File: config.mk
export PLATFORM = sky130hd
export DESIGN_NAME = multicycle_cu
export DESIGN_NICKNAME = d
export VERILOG_FILES = /design/src/rtl/multicycle_cu_pkg.sv /design/src/rtl/multicycle_cu_decode.sv /design/src/rtl/multicycle_cu.sv
export SDC_FILE = /design/constraint.sdc
export NUM_CORES = 1
export LEC_CHECK = 0
export ABC_AREA = 1
export CELL_PAD_IN_SITES_DETAIL_PLACEMENT = 1
export CELL_PAD_IN_SITES_GLOBAL_PLACEMENT = 2
export CORE_ASPECT_RATIO = 0.9
export CORE_UTILIZATION = 18
export DETAILED_ROUTE_END_ITERATION = 16
export GPL_TIMING_DRIVEN = 0
export PLACE_DENSITY = 0.74
export SLEW_MARGIN = 30
export SYNTH_ARGS = -nofsm -noshare
export SYNTH_HDL_FRONTEND = slang
export SYNTH_SLANG_ARGS = --single-unit
File: constraint.sdc
create_clock -name clk -period 2.7 [get_ports clk]
set_input_delay 0.27 -clock clk [delete_from_list [all_inputs] [get_ports clk]]
set_output_delay 0.27 -clock clk [all_outputs]
set_load 0.05 [all_outputs]
File: src/rtl/multicycle_cu_pkg.sv
// Shared types and constants for the multicycle control unit.
// MULTICYCLE_CU_BRANCH_EN adds BEQ to the set of legal opcodes.
package multicycle_cu_pkg;

  typedef enum logic [2:0] {
    FETCH  = 3'd0,
    DECODE = 3'd1,
    EXEC   = 3'd2,
    MEM    = 3'd3,
    WB     = 3'd4
  } state_t;

  localparam int unsigned OP_R    = 0;
  localparam int unsigned OP_ADDI = 1;
  localparam int unsigned OP_LW   = 2;
  localparam int unsigned OP_SW   = 3;
  localparam int unsigned OP_BEQ  = 4;

  localparam int unsigned ALU_ADD   = 0;
  localparam int unsigned ALU_FUNCT = 1;
  localparam int unsigned ALU_SUB   = 2;

  function automatic logic isLegal(input int unsigned op);
    case (op)
      OP_R, OP_ADDI, OP_LW, OP_SW: isLegal = 1'b1;
`ifdef MULTICYCLE_CU_BRANCH_EN
      OP_BEQ:                      isLegal = 1'b1;
`endif
      default:                     isLegal = 1'b0;
    endcase
  endfunction

endpackage

File: src/rtl/multicycle_cu_decode.sv
// Combinational strobe decode from FSM state and opcode.
// MULTICYCLE_CU_BRANCH_EN enables the BEQ execute decode.
module cu_decode
  import multicycle_cu_pkg::*;
#(
  parameter int unsigned OPCODE_W = 4,
  parameter int unsigned ALUOP_W  = 2
) (
  input  logic                active,
  input  state_t              state,
  input  logic [OPCODE_W-1:0] opcode,
  input  logic [OPCODE_W-1:0] opLatched,
  input  logic                memReady,
  input  logic                zero,
  output logic                pcWrite,
  output logic                irWrite,
  output logic                regDst,
  output logic                aluSrc,
  output logic                memToReg,
  output logic                regWrite,
  output logic                memRead,
  output logic                memWrite,
  output logic                pcSrc,
  output logic [ALUOP_W-1:0]  aluOp,
  output logic                illegal
);

  int unsigned opLive;
  int unsigned opL;

  assign opLive = 32'(opcode);
  assign opL    = 32'(opLatched);

`ifndef MULTICYCLE_CU_BRANCH_EN
  logic unusedZero;
  assign unusedZero = zero;
`endif

  always_comb begin
    pcWrite  = 1'b0;
    irWrite  = 1'b0;
    regDst   = 1'b0;
    aluSrc   = 1'b0;
    memToReg = 1'b0;
    regWrite = 1'b0;
    memRead  = 1'b0;
    memWrite = 1'b0;
    pcSrc    = 1'b0;
    aluOp    = ALUOP_W'(ALU_ADD);
    illegal  = 1'b0;
    // Everything stays low while reset is held, regardless of stale state.
    if (active) begin
      case (state)
        FETCH: begin
          memRead = 1'b1;
          irWrite = memReady;
          pcWrite = memReady;
        end
        // The opcode is only latched at the end of DECODE, so use the live value.
        DECODE: illegal = !isLegal(opLive);
        EXEC: begin
          case (opL)
            OP_R: begin
              aluOp  = ALUOP_W'(ALU_FUNCT);
              regDst = 1'b1;
            end
            OP_ADDI, OP_LW, OP_SW: aluSrc = 1'b1;
`ifdef MULTICYCLE_CU_BRANCH_EN
            OP_BEQ: begin
              aluOp   = ALUOP_W'(ALU_SUB);
              pcSrc   = zero;
              pcWrite = zero;
            end
`endif
            default: ;
          endcase
        end
        MEM: begin
          if (opL == OP_LW)      memRead  = 1'b1;
          else if (opL == OP_SW) memWrite = 1'b1;
        end
        WB: begin
          regWrite = 1'b1;
          regDst   = (opL == OP_R);
          memToReg = (opL == OP_LW);
        end
        default: ;
      endcase
    end
  end

endmodule

File: src/rtl/multicycle_cu.sv
// Multicycle CPU control unit: state register plus cu_decode strobe decode.
// MULTICYCLE_CU_BRANCH_EN enables BEQ (opcode 4); otherwise it is illegal.
module multicycle_cu
  import multicycle_cu_pkg::*;
#(
  parameter int unsigned OPCODE_W = 4,
  parameter int unsigned ALUOP_W  = 2
) (
  input  logic                clk,
  input  logic                reset,
  input  logic [OPCODE_W-1:0] opcode,
  input  logic                mem_ready,
  input  logic                zero,
  output logic                pc_write,
  output logic                ir_write,
  output logic                reg_dst,
  output logic                alu_src,
  output logic                mem_to_reg,
  output logic                reg_write,
  output logic                mem_read,
  output logic                mem_write,
  output logic                pc_src,
  output logic [ALUOP_W-1:0]  alu_op,
  output logic                illegal,
  output logic [2:0]          state_o
);

  state_t              state;
  logic [OPCODE_W-1:0] opLatched;

  always_ff @(posedge clk) begin
    if (reset) begin
      state     <= FETCH;
      opLatched <= '0;
    end else begin
      case (state)
        FETCH: if (mem_ready) state <= DECODE;
        DECODE: begin
          opLatched <= opcode;
          state     <= isLegal(32'(opcode)) ? EXEC : FETCH;
        end
        EXEC: begin
          case (32'(opLatched))
            OP_R, OP_ADDI: state <= WB;
            OP_LW, OP_SW:  state <= MEM;
            default:       state <= FETCH;
          endcase
        end
        MEM: if (mem_ready) state <= (32'(opLatched) == OP_LW) ? WB : FETCH;
        WB:      state <= FETCH;
        default: state <= FETCH;
      endcase
    end
  end

  assign state_o = reset ? 3'd0 : state;

  cu_decode #(
    .OPCODE_W(OPCODE_W),
    .ALUOP_W (ALUOP_W)
  ) uDecode (
    .active   (!reset),
    .state    (state),
    .opcode   (opcode),
    .opLatched(opLatched),
    .memReady (mem_ready),
    .zero     (zero),
    .pcWrite  (pc_write),
    .irWrite  (ir_write),
    .regDst   (reg_dst),
    .aluSrc   (alu_src),
    .memToReg (mem_to_reg),
    .regWrite (reg_write),
    .memRead  (mem_read),
    .memWrite (mem_write),
    .pcSrc    (pc_src),
    .aluOp    (alu_op),
    .illegal  (illegal)
  );

endmodule
; ---- Word level (Yosys, flattened, before mapping)
; Index checks and enable logic that the tools add are counted.
[totals]
ff_bits = 7
latchBits = 0
mem_bits_rw = 0
mem_bits_ro = 0
in_bits = 8
output_inout_bits = 15
wordCells = 63
mem_count = 0
[op_classes]
addsub = 0
multipliers = 0
div_mod_pow = 0
n_lt_le_gt_ge = 0
eq_ne = 12
shifts = 0
n_mux = 37
bitwise_logic = 0
reduce_logical = 12
[ops]
columns = op, n
row1 = 32-bit logical NOT, 2
row2 = 1-bit 2-to-1 mux, 26
row3 = 4-bit by 2-bit equality test with 1-bit output (second input constant), 4
row4 = 3-bit 2-to-1 mux, 4
row5 = 3-bit case mux with 4 select lines, 1
row6 = 4-bit by 1-bit equality test with 1-bit output (second input constant), 2
row7 = 4-bit logical NOT, 2
row8 = 4-bit OR reduction, 2
row9 = 3-bit by 2-bit equality test with 1-bit output (second input constant), 2
row10 = 2-bit 2-to-1 mux, 3
row11 = 3-bit case mux with 2 select lines, 1
row12 = 2-bit != test (second input constant), 2
row13 = 1-bit case mux with 2 select lines, 2
row14 = 2-bit OR reduction, 2
row15 = 3-bit by 1-bit equality test with 1-bit output (second input constant), 1
row16 = 3-bit equality test (second input constant), 1
row17 = 3-bit logical NOT, 1
row18 = 3-bit OR reduction, 1
row19 = 2-bit AND reduction, 1
row20 = 1-bit logical NOT, 1

; ---- Logic depth before layout (Yosys ltp)
[logic_depth]
depth_word = 8
ltp_mapped = 7
mapped_depth_nobuf = 7

; ---- Hierarchy
; Synthesis repeated with hierarchy kept, for this count alone.
[hier_totals]
cells_unflattened = 89
hier_area_um2 = 506.7
[by_module_without_submodules]
columns = module, n_inst, cells_each, area_each_um2, seq_area_each_um2
row1 = multicycle_cu, 1, 53, 340.3, 140.1
row2 = cu_decode, 1, 36, 166.4, 0.0

; ---- Worst setup path after synthesis
; No wires, ideal clock.
[synth_timing]
path_kind = register to output
from = reg state[2]
to = out alu_src
arrival_time_ps = 2124
t_required_ps = 2430
slack_ps = 306
stages_incl_launch_ff = 6
path_buffers = 0
path_cell_list = dfxtp_1 > inv_2 > nand2_2 > nor2_1 > inv_1 > nor4_1
[synth_via]
elab_chain_len = 3
[synth_lines]
columns = element, line
row1 = from (decl), multicycle_cu.sv:28  ; state_t state;
row2 = from (signal assigned), multicycle_cu.sv:40  ; state <= isLegal(32'(opcode)) ? EXEC : FETCH;
row3 = from (signal assigned), multicycle_cu.sv:49  ; MEM: if (mem_ready) state <= (32'(opLatched) == OP_LW) ? WB : FETCH;
row4 = 3-bit by 2-bit equality test with 1-bit output, multicycle_cu_decode.sv:53  ; case (state)
row5 = 1-bit 2-to-1 mux, multicycle_cu_decode.sv:53
row6 = 1-bit 2-to-1 mux, multicycle_cu_decode.sv:52  ; if (active) begin
row7 = to (decl), multicycle_cu.sv:17  ; output logic alu_src,
; Every way passes these cells.

; ---- Final worst setup path
; Ends and elaborated chain as after synthesis.

==> results.cfg <==
[sta]
worst-slew-pin-transition_ns = 0.495
slew_headroom = 0.669
setup_violation_total_in_the_final_timing_report = 0
final-hold-violation-count = 0
final_min_period_over_clock_period = 0.869
drv_slew = 0
fin_tns_setup_ns = 0
fin_skew_ns = 0.00622
final_critical_path_setup_slack_ns = 0.353
final.min_clock_period_ns = 2.35
fmax_ghz = 0.426
rsz_0062_raised_after_global_routing = no

[power_and_ir_drop]
sw_frac_of_total = 0.361
vdd_drop_max_mv = 0.179
power.leakage_nw = 0.280
seq_power_share = 0.372
power.switching_mw = 0.113
clockPowerShare = 0.321
comb_power_share = 0.307
pwr_density_cell_nw_per_um2 = 466
cellInternalPower_mw = 0.201

[clock_tree]
cts_made_buffers = 3
cts.repair_timing.setup_buffer_count = 0
clk_pin_slew_worst_paths_ns = 0.05
cts_hold_buf = 0
root_buffer = sky130_fd_sc_hd__clkbuf_4
htree_num_levels = 1
clock-sinks = 7
clk_latency_ns = 0.26
cts_resized = 0
tritoncts_clock_tree = yes
cts.path.max_buffers = 2

[yosys]
synth.yosys.warnings = 0
syn-instance-count = 70
syn-mean-instance-area_sq_um = 6.15
synth_area_leader_cell = sky130_fd_sc_hd__dfxtp_1
synth_area_leaders = sky130_fd_sc_hd__dfxtp_1 33%, sky130_fd_sc_hd__inv_1 9.6%, sky130_fd_sc_hd__nor2_1 9.6%, sky130_fd_sc_hd__a21oi_1 9.3%, sky130_fd_sc_hd__nand3_1 7.0%
yosysTopAreaCellShare = 0.326
postSynth.topFlopCell = sky130_fd_sc_hd__dfxtp_1
ys_seq_elements = 7
post_synth_edffs = 0
seq_area_frac_synth = 0.326
synth_area_sq_um = 430
yosys-top-cells-count = 11 x sky130_fd_sc_hd__inv_1, 11 x sky130_fd_sc_hd__nor2_1, 8 x sky130_fd_sc_hd__a21oi_1, 8 x sky130_fd_sc_hd__nand2_1, 7 x sky130_fd_sc_hd__dfxtp_1
post_synth_num_cell_types = 16
synthArstFlopShare = 0

[final_layout]
antennaDiodeCount = 0
area_overhead_of_the_layout_relative_to_synthesis_pct = 56.7
finalNetCount = 102
multiInputGateArea_sq_um = 221
register_area_sq_um = 140
fraction_of_final_layout_cells_sized_beyond_drive_strength_1 = 0.0968
number_of_fill_cells = 302
post-route-util = 0.303

[floorplanning]
die_area_sq_um = 2590
dieHeight_um = 48.4
io_pins = 23
rows = 16
coreArea_sq_um = 2220
die_w_um = 53.5
floorplan.initialDensity = 0.194

[placement]
buffer_ports.inserted = 18
detailedPlacementHpwl_um = 1050
pre_cts_slack_ns = 0.481
gp_congestion = 0.780

[critical_path]
worstPathRequired_ns = 2.43
worst_path_largest_cell_delay_ns = 0.85
crit_path_dat_ns = 2.08
slowest_stage = sky130_fd_sc_hd__clkdlybuf4s50_1
crit_path_cell_trace = inv_2 -> nand2_2 -> nor2_1 -> inv_1 -> nor4_1 -> clkdlybuf4s50_1
path_class = flop to primary output
cp-start-kind = flop
critical_path_peak_fanout = 7
timing.reg2reg.worst_path_depth = 4
timing.critical_path.to_type = primary output

[hold_path]
timing.hold.worst.class = primary input to flop
worstHoldPathCells = 2

[outcome]
result_of_the_run = finished, final reports clean

[global_routing]
grt_overflow = 0
first_global_vias = 527
pin_count_of_the_biggest_net_entering_global_routing = 11
antenna_violations_before_repair = 0
global_route_wire_length_before_repair_um = 2190
grt.total_usage = 0.117

[routing]
firstDrtPassIters = 4
route.vias.total = 523
avgViaCountPerCell = 4.36
drc_errors = 0
antenna_left = 0
routed_wire_length_per_instance_um = 10.7
routed_wirelength_um = 1290
drt_iter0_markers = 12

[run]
cap_viol_max_count = 0
path summary, 6_finish.rpt:
path	slack (ns)	endpoint	start
worst min register to register	0.46	opLatched[3]$_SDFFE_PP0N_	opLatched[3]$_SDFFE_PP0N_
worst max-delay path	0.35	alu_src	state[2]$_SDFFE_PP0P_
worst max register to register	1.53	opLatched[1]$_SDFFE_PP0N_	state[2]$_SDFFE_PP0P_
worst min-delay path	0.32	state[0]$_SDFFE_PP0P_	reset
sequential cells by signal (all words and copies together), names as in the netlist:
signal and cells:
opLatched 4, state 3
cell usage in the layout, fill, tap and decap left out, types with 4 or more instances in the layout:
cell                              count
sky130_fd_sc_hd__inv_1               11
sky130_fd_sc_hd__a21oi_1              8
sky130_fd_sc_hd__nor2_1              11
sky130_fd_sc_hd__nand3_1              6
sky130_fd_sc_hd__clkdlybuf4s50_1     18
sky130_fd_sc_hd__o21ai_0              4
sky130_fd_sc_hd__nand2_1              8
sky130_fd_sc_hd__dfxtp_1              7
critical path, delay by kind of cell (launching register included):
kind | cells | cell delay, ns
AND/OR/NAND/NOR | 3 | 0.43
buffers and inverters | 3 | 1.07
flip-flops | 1 | 0.32
cell families after synthesis:
kind of cell | synth area share
compound gates | 0.140
other cells | 0.00871
simple gates | 0.358
flops | 0.326
buf+inv | 0.169
stage by stage:
stage | std cells | total power [mW] | hold slack [ns] | instance area (sq um)
floorplan | 71 | 0.186 | 0.429 | 434
global placement | 116 | 0.215 | 0.441 | 648
detailed placement | 116 | 0.217 | 0.451 | 648
CTS | 120 | 0.318 | 0.316 | 674
global route | 120 | 0.337 | 0.333 | 674
finish | 120 | 0.314 | 0.315 | 674
per-layer routing:
metal  track usage  wire, um
met4        0.0658        14
met1         0.155       605
met3        0.0314        92
met2         0.167       574
met5             0         0
final cells by class:
cell class / instances / share of cell area
buffer: 4 / 0.0408
clock buffer: 4 / 0.0390
inverter: 12 / 0.0668
multi-input combinational: 48 / 0.328
sequential: 7 / 0.208
tap: 27 / 0.0501
timing repair buffer: 18 / 0.267
power by group through the flow:
stage / Sequential [mW] / Clock [mW] / Combinational (mW)
2_1_floorplan: 0.118 / 0 / 0.0680
3_3_place_gp: 0.119 / 0 / 0.0962
3_5_place_dp: 0.119 / 0 / 0.0976
4_1_cts: 0.117 / 0.103 / 0.0978
5_1_grt: 0.118 / 0.114 / 0.106
6_report: 0.117 / 0.101 / 0.0965
Power figures use the tool's default switching activity.
